`src/rtl/hex_display_driver_if.sv`:
```
// hex_display_driver_if
//   Groups the load/data/mode request side and the tick/display result side of
//   hex_display_driver into one bundle.
//   Optional macro HEX_DP_EN adds the decimal-point pair dp_in / dp_n.
// Signals:
//   load      capture data (and dp_in) into the shadow register this cycle
//   data      4*DIGITS value, nibble k drives digit k
//   mode      00 static, 01 blink, 10 scroll, 11 static
//   lz_blank  1 = blank leading zero digits
//   tick      one-cycle pulse at each display tick
//   display   7*DIGITS active-low segments, {g,f,e,d,c,b,a} per digit
//   dp_in     (HEX_DP_EN) decimal points captured with data
//   dp_n      (HEX_DP_EN) active-low decimal point outputs
// Modports: master = board-side driver of the requests, slave = the display driver.
interface hex_display_driver_if #(
   parameter int unsigned DIGITS = 6
);
   logic                  load;
   logic [4*DIGITS-1:0]   data;
   logic [1:0]            mode;
   logic                  lz_blank;
   logic                  tick;
   logic [7*DIGITS-1:0]   display;
`ifdef HEX_DP_EN
   logic [DIGITS-1:0]     dp_in;
   logic [DIGITS-1:0]     dp_n;

   modport master (output load, data, mode, lz_blank, dp_in,
                   input  tick, display, dp_n);
   modport slave  (input  load, data, mode, lz_blank, dp_in,
                   output tick, display, dp_n);
`else
   modport master (output load, data, mode, lz_blank,
                   input  tick, display);
   modport slave  (input  load, data, mode, lz_blank,
                   output tick, display);
`endif
endinterface

```
`src/rtl/hex_display_driver.sv`:
```
// hex_display_driver
//   Registered multi-digit hex display driver. Captures a DIGITS-nibble value on
//   load and drives DIGITS active-low 7-segment digits in static, blink or scroll
//   mode, paced by an internal tick divider, with optional leading-zero blanking.
//   Optional macro HEX_DP_EN adds decimal points (dp_in captured on load, dp_n out).
// Ports:
//   clock   system clock, rising edge
//   resetn  asynchronous active-low reset
//   bus     hex_display_driver_if.slave (load, data, mode, lz_blank, tick, display
//           and, with HEX_DP_EN, dp_in / dp_n)
// Parameters:
//   DIGITS   number of digits (1..8)
//   TICK_DIV clocks per display tick (>=2)
//   CNT_W    tick counter width, 2^CNT_W >= TICK_DIV
module hex_display_driver #(
   parameter int unsigned DIGITS   = 6,
   parameter int unsigned TICK_DIV = 25000000,
   parameter int unsigned CNT_W    = 25
) (
   input  logic                  clock,
   input  logic                  resetn,
   hex_display_driver_if.slave   bus
);

   localparam int unsigned DW = 4 * DIGITS;
   localparam int unsigned SW = 7 * DIGITS;
   localparam logic [1:0] MODE_BLINK  = 2'b01;
   localparam logic [1:0] MODE_SCROLL = 2'b10;
   localparam logic [CNT_W-1:0] CNT_LAST = CNT_W'(TICK_DIV - 1);

   logic [DW-1:0]    r_shadow;
   logic [DW-1:0]    w_shadow_rot;
   logic [CNT_W-1:0] r_cnt;
   logic             r_phase;
   logic [SW-1:0]    r_display;
   logic [SW-1:0]    w_display;
   logic             w_wrap;
   logic [3:0]       w_msnz;

   function automatic logic [6:0] f_glyph(input logic [3:0] nib);
      logic [6:0] seg;
      case (nib)
         4'h0: seg = 7'b1000000;
         4'h1: seg = 7'b1111001;
         4'h2: seg = 7'b0100100;
         4'h3: seg = 7'b0110000;
         4'h4: seg = 7'b0011001;
         4'h5: seg = 7'b0010010;
         4'h6: seg = 7'b0000010;
         4'h7: seg = 7'b1111000;
         4'h8: seg = 7'b0000000;
         4'h9: seg = 7'b0010000;
         4'hA: seg = 7'b0001000;
         4'hB: seg = 7'b0000011;
         4'hC: seg = 7'b1000110;
         4'hD: seg = 7'b0100001;
         4'hE: seg = 7'b0000110;
         default: seg = 7'b0001110;
      endcase
      return seg;
   endfunction

   // Counter sits at TICK_DIV-1 for exactly one cycle; that cycle is the tick.
   assign w_wrap = (r_cnt == CNT_LAST);

   // Rotate left by one nibble; a single digit rotates onto itself.
   generate
      if (DIGITS == 1) begin : g_rot_one
         assign w_shadow_rot = r_shadow;
      end else begin : g_rot_many
         assign w_shadow_rot = {r_shadow[DW-5:0], r_shadow[DW-1 -: 4]};
      end
   endgenerate

   always_ff @(posedge clock or negedge resetn) begin
      if (!resetn) begin
         r_cnt <= '0;
      end else if (bus.load || w_wrap) begin
         r_cnt <= '0;
      end else begin
         r_cnt <= r_cnt + CNT_W'(1);
      end
   end

   // Load has priority over a coincident tick: no rotate, no phase toggle.
   always_ff @(posedge clock or negedge resetn) begin
      if (!resetn) begin
         r_shadow <= '0;
      end else if (bus.load) begin
         r_shadow <= bus.data;
      end else if (w_wrap && (bus.mode == MODE_SCROLL)) begin
         r_shadow <= w_shadow_rot;
      end
   end

   always_ff @(posedge clock or negedge resetn) begin
      if (!resetn) begin
         r_phase <= 1'b0;
      end else if (bus.load || (bus.mode != MODE_BLINK)) begin
         r_phase <= 1'b0;
      end else if (w_wrap) begin
         r_phase <= ~r_phase;
      end
   end

   // Index of the most significant non-zero nibble; 0 when all zero so digit 0
   // always stays lit.
   always_comb begin
      w_msnz = '0;
      for (int k = 0; k < DIGITS; k++) begin
         if (r_shadow[4*k +: 4] != 4'h0) begin
            w_msnz = 4'(k);
         end
      end
   end

   always_comb begin
      w_display = '0;
      for (int k = 0; k < DIGITS; k++) begin
         if (r_phase || (bus.lz_blank && (4'(k) > w_msnz))) begin
            w_display[7*k +: 7] = 7'h7F;
         end else begin
            w_display[7*k +: 7] = f_glyph(r_shadow[4*k +: 4]);
         end
      end
   end

   always_ff @(posedge clock or negedge resetn) begin
      if (!resetn) begin
         r_display <= '1;
      end else begin
         r_display <= w_display;
      end
   end

   assign bus.tick    = w_wrap;
   assign bus.display = r_display;

`ifdef HEX_DP_EN
   logic [DIGITS-1:0] r_dp;
   logic [DIGITS-1:0] w_dp_rot;
   logic [DIGITS-1:0] r_dp_n;

   generate
      if (DIGITS == 1) begin : g_dp_rot_one
         assign w_dp_rot = r_dp;
      end else begin : g_dp_rot_many
         assign w_dp_rot = {r_dp[DIGITS-2:0], r_dp[DIGITS-1]};
      end
   endgenerate

   always_ff @(posedge clock or negedge resetn) begin
      if (!resetn) begin
         r_dp <= '0;
      end else if (bus.load) begin
         r_dp <= bus.dp_in;
      end else if (w_wrap && (bus.mode == MODE_SCROLL)) begin
         r_dp <= w_dp_rot;
      end
   end

   // Decimal points follow blink but ignore leading-zero blanking.
   always_ff @(posedge clock or negedge resetn) begin
      if (!resetn) begin
         r_dp_n <= '1;
      end else begin
         r_dp_n <= r_phase ? '1 : ~r_dp;
      end
   end

   assign bus.dp_n = r_dp_n;
`endif

endmodule

```
`src/flat_wrapper.sv`:
```
// flat-port wrapper written by rule: the top's interface ports become plain ports
module hex_display_driver_flat 
#(
   parameter int unsigned DIGITS   = 6,
   parameter int unsigned TICK_DIV = 25000000,
   parameter int unsigned CNT_W    = 25
)
  (clock, resetn, bus_load, bus_data, bus_mode, bus_lz_blank, bus_tick, bus_display);
  hex_display_driver_if #(.DIGITS(DIGITS)) bus_i ();
  input  logic clock;
  input  logic resetn;
  input wire logic [$bits(bus_i.load)-1:0] bus_load;
  input wire logic [$bits(bus_i.data)-1:0] bus_data;
  input wire logic [$bits(bus_i.mode)-1:0] bus_mode;
  input wire logic [$bits(bus_i.lz_blank)-1:0] bus_lz_blank;
  output wire logic [$bits(bus_i.tick)-1:0] bus_tick;
  output wire logic [$bits(bus_i.display)-1:0] bus_display;
  assign bus_i.load = bus_load;
  assign bus_i.data = bus_data;
  assign bus_i.mode = bus_mode;
  assign bus_i.lz_blank = bus_lz_blank;
  assign bus_tick = bus_i.tick;
  assign bus_display = bus_i.display;
  hex_display_driver #(.DIGITS(DIGITS), .TICK_DIV(TICK_DIV), .CNT_W(CNT_W)) u_core (.clock(clock), .resetn(resetn), .bus(bus_i));
endmodule
```
`config.mk`:
```
export PLATFORM = sky130hd
export DESIGN_NAME = hex_display_driver_flat
export DESIGN_NICKNAME = d
export VERILOG_FILES = /design/src/rtl/hex_display_driver_if.sv /design/src/rtl/hex_display_driver.sv /design/src/flat_wrapper.sv
export SDC_FILE = /design/constraint.sdc
export NUM_CORES = 1
export LEC_CHECK = 0
export CAP_MARGIN = 20
export CORE_UTILIZATION = 50
export DETAILED_ROUTE_END_ITERATION = 7
export DONT_BUFFER_PORTS = 1
export PLACE_DENSITY_LB_ADDON = 0.12
export SETUP_SLACK_MARGIN = 0.5
export SYNTH_ARGS = -nofsm -noshare
export SYNTH_HDL_FRONTEND = slang
export SYNTH_SLANG_ARGS = --single-unit
```
`constraint.sdc`:
```
create_clock -name clock -period 2.6 [get_ports clock]
set_clock_uncertainty 0.1 [all_clocks]
set_input_delay 0.26 -clock clock [delete_from_list [all_inputs] [get_ports clock]]
set_output_delay 0.26 -clock clock [all_outputs]
set_load 0.05 [all_outputs]
```
==> qor.log <==
INFO  outcome        run_status=finished with violations
INFO  outcome        violations_in_the_final_reports=hold timing
INFO  clock_network  clock_sink_count=92
INFO  clock_network  cts-root-to-sink-buffers=2
INFO  placed_design  place_congestion=0.8154
INFO  timing         min_hold_slack=-0.5133ns
INFO  global_route   grt_overflow=0
INFO  clock_network  worstSkewPairLatency=0.37ns
INFO  die            fp.dieH=104.8um
INFO  clock_network  tritoncts=done
INFO  routing        detail_route.vias_per_cell=5.915
INFO  yosys          post_synth.cell_area_avg=9.958um^2
INFO  worst_setup_path crit_path_max_incr_delay=0.54ns
INFO  global_route   maximum_number_of_pins_on_one_net_before_global_route_repair=93
INFO  routing        detail_route.iter0.violations=201
INFO  routing        vias=4087
INFO  routing        route.final.wire_length=11600um
INFO  yosys          synth_commonest_cells=sky130_fd_sc_hd__dfrtp_1, sky130_fd_sc_hd__nor2_1, sky130_fd_sc_hd__dfstp_2
INFO  global_route   grt_pass1_vias=3864
INFO  timing         post-route-min-period=2.139ns
INFO  placed_design  io_buffer_count=0
INFO  clock_network  number_of_buffers_created_by_cts=9
INFO  yosys          synth_fp_nets=598
INFO  timing         hold_violations=92
INFO  power_and_ir_drop max-vdd-ir-drop=0.3190mV
INFO  placed_design  placed_area=5365um^2
INFO  timing         max_freq=467.6MHz
INFO  power_and_ir_drop p_leak=0.002445uW
INFO  timing         max_slew.worst_pin.slew=0.9355ns
INFO  worst_setup_path slowest_cell_on_the_critical_path=sky130_fd_sc_hd__or4_1
INFO  yosys          yosysWarningCount=0
INFO  cells_and_area filler_cell_count=915
INFO  yosys          ys_ff_latch=92
INFO  yosys          yosys.area.top_type_share=23.66%
INFO  yosys          post_synth_inst_count=531
INFO  yosys          yosys.cell_types.count=49
INFO  cells_and_area finish.utilization=58.08%
INFO  timing         final.setup.worst_slack=0.4614ns
INFO  worst_setup_path crit_arrival=2.33ns
INFO  timing         setup_viol=0
INFO  routing        drt_wl_cell=16.78um
INFO  timing         unrepaired_setup_endpoints_after_global_routing=yes
INFO  yosys          most_common_cell_in_the_synthesized_netlist=sky130_fd_sc_hd__dfrtp_1
INFO  yosys          ys_seq_area_share=44.53%
INFO  die            die_area=10990um^2
INFO  placed_design  place_ws=0.3946ns
INFO  clock_network  clk_transition_reported_paths=0.09ns
INFO  die            dieWidth=104.8um
INFO  yosys          synth_enable_flop_cells=0
INFO  clock_network  htree_num_levels=3
INFO  worst_setup_path maximum_fanout_along_the_worst_path=15
INFO  cells_and_area area_delta_synth_final=12.90%
INFO  cells_and_area post_route_cells_drive_above_1_share=18.02%
INFO  placed_design  dpl_hpwl=7683um
INFO  timing         setup-tns-final=0ns
INFO  yosys          ys_top_cells_by_area=sky130_fd_sc_hd__dfrtp_1, sky130_fd_sc_hd__dfstp_2, sky130_fd_sc_hd__ha_1, sky130_fd_sc_hd__a221o_1, sky130_fd_sc_hd__o211ai_1
INFO  global_route   antenna_found_initial=0
INFO  yosys          netlist.top_cell.by_area=sky130_fd_sc_hd__dfrtp_1
INFO  timing         report.final.slew_viol_count=0
INFO  cells_and_area fin_cells=691
INFO  routing        detail_route.first_pass.iterations=5
INFO  run            max_cap_violations=0
INFO  die            initial_core_util=51.45%
INFO  worst_setup_path critical_path.startpoint_type=flop
INFO  die            floorplan.io_pins=73
INFO  timing         worst_slew_margin_rel=37.43%
INFO  cells_and_area antenna-diode-count=0
INFO  global_route   grt_first_pass_wirelength=19410um
INFO  die            fp-row-count=37
INFO  routing        route.antenna.remaining_nets=0
INFO  worst_setup_path timing.critical_path.cells=nor4b_2, nand4_1, buf_6, buf_4, or4_1, a21oi_2
INFO  yosys          synth_flop_cell=sky130_fd_sc_hd__dfrtp_1
INFO  yosys          async_reset_ff_share=100.0%
INFO  clock_network  ctsRootBufferMaster=sky130_fd_sc_hd__clkbuf_8
INFO  yosys          post_synth_instance_area=5288um^2
INFO  global_route   grt_use_total=22.06%
INFO  worst_hold_path min-delay-path-class=in2async
INFO  worst_setup_path timing.reg2reg.setup_slack=0.46ns
INFO  worst_setup_path endpoint_required_time_on_the_critical_path=2.79ns
INFO  routing        route.detailed.drc=0
INFO  timing         period_share=82.25%
INFO  cells_and_area final_cell_area=5969um^2
INFO  worst_setup_path worstSetupPathType=reg2reg
INFO  clock_network  hold_buffers=27
INFO  worst_setup_path critical_path.endpoint_type=flop
INFO  cells_and_area final_nets=617
INFO  power_and_ir_drop cellPowerDensity=595.8nW/um^2
INFO  placed_design  post-place-cells=638
INFO  die            core=10280um^2
layer usage:
metal | wire length, um | vias up | track usage [%] | part of all wire (%)
li1 | - | 1980 | - | -
met1 | 5461 | 1989 | 30.47 | 47
met2 | 5424 | 101 | 34.82 | 47
met5 | 0 | - | 0 | 0
met3 | 453 | 17 | 2.870 | 3.9
met4 | 259 | 0 | 9.658 | 2.2
worst max-delay path: cells and delay by family, from the launching register on:
kind | cells | cell delay, ns
simple gates | 3 | 1.04
compound gates | 1 | 0.15
flops | 1 | 0.41
buf+inv | 2 | 0.38
per-stage QoR:
step	power [uW]	hold slack, ns
6_report	3557	-0.5133
5_1_grt	3717	-0.5302
4_1_cts	3575	-0.5323
3_5_place_dp	2559	-0.1310
2_1_floorplan	2480	-0.1356
3_3_place_gp	2544	-0.1299
logic make-up (layout without fill, tap and decap cells):
kind of cell               Yosys count  after routing  share of synthesized area (%)
xor gates and xnor gates            11             11                          1.822
and+or+nand+nor                    201            201                          20.99
buffers and inverters               54             78                          4.401
AOI/OAI and AO/OA                  128            128                          17.89
DFF                                 92             92                          44.53
adders and majority gates           37             37                          8.755
muxes                                8              8                          1.609
cells in the final DEF (no fill, tap or decap), types with 3 or more instances in the layout:
cell / count
sky130_fd_sc_hd__nor2b_1: 17
sky130_fd_sc_hd__clkbuf_8: 10
sky130_fd_sc_hd__nand2b_1: 11
sky130_fd_sc_hd__clkbuf_1: 3
sky130_fd_sc_hd__dlygate4sd3_1: 27
sky130_fd_sc_hd__nand3b_1: 4
sky130_fd_sc_hd__dfstp_2: 42
sky130_fd_sc_hd__nor3b_1: 12
sky130_fd_sc_hd__and4_1: 4
sky130_fd_sc_hd__buf_4: 13
sky130_fd_sc_hd__nor4_1: 14
sky130_fd_sc_hd__inv_1: 18
sky130_fd_sc_hd__and3_1: 3
sky130_fd_sc_hd__nand3_1: 19
sky130_fd_sc_hd__mux2_2: 4
sky130_fd_sc_hd__nand4_1: 8
sky130_fd_sc_hd__xor2_1: 8
sky130_fd_sc_hd__mux2i_1: 4
sky130_fd_sc_hd__a211o_1: 4
sky130_fd_sc_hd__o311ai_0: 5
sky130_fd_sc_hd__ha_1: 36
sky130_fd_sc_hd__a21oi_1: 21
sky130_fd_sc_hd__dfrtp_1: 47
sky130_fd_sc_hd__xnor2_1: 3
sky130_fd_sc_hd__or4_1: 4
sky130_fd_sc_hd__o21ai_0: 17
sky130_fd_sc_hd__nor2_1: 42
sky130_fd_sc_hd__o21a_1: 9
sky130_fd_sc_hd__a221o_1: 24
sky130_fd_sc_hd__nand2_1: 37
sky130_fd_sc_hd__or3_1: 9
sky130_fd_sc_hd__o31ai_1: 4
sky130_fd_sc_hd__dfrtp_2: 3
sky130_fd_sc_hd__a211oi_1: 4
sky130_fd_sc_hd__o211ai_1: 30
where the power goes:
part	switching, uW	internal [uW]	leakage [uW]	total [uW]
clock network	502	470	0.0000974	972
logic	209	225	0.00126	434
registers	496	1650	0.00109	2150
layout make-up:
type | instances | area [um^2] | share of cell area [%]
multi-input combinational | 385 | 2761 | 46.26
timing repair buffer | 43 | 419.2 | 7.022
clock inverter | 3 | 40.04 | 0.6707
inverter | 19 | 71.32 | 1.195
clock buffer | 13 | 148.9 | 2.494
sequential | 92 | 2359 | 39.51
tap | 136 | 170.2 | 2.851
state kept, by name, summed over array words and instances, names as in the netlist:
register,count
u_core.bus.display,42
u_core.r_shadow,24
u_core.r_cnt,25
u_core.r_phase,1
worst paths after layout:
path	startpoint	endpoint	depth (start not counted)
worst max-delay path	u_core.r_cnt[23]	u_core.r_phase	6
worst min-delay path	resetn	u_core.r_shadow[15]	0
worst max register to register	u_core.r_cnt[23]	u_core.r_phase	6
worst min register to register	u_core.r_cnt[22]	u_core.r_cnt[22]	2
max in group asynchronous	resetn	u_core.bus.display[0]	0
min in group clock	bus_load	u_core.r_shadow[4]	2
what timing repair did:
item,in CTS,in global routing
gates resized for setup,11,12
pin swaps,2,3
endpoints found under the setup margin,47,52
endpoints found under the hold margin,117,92
buffers inserted,7,3
Note: power is estimated with default switching activity, not from simulation.
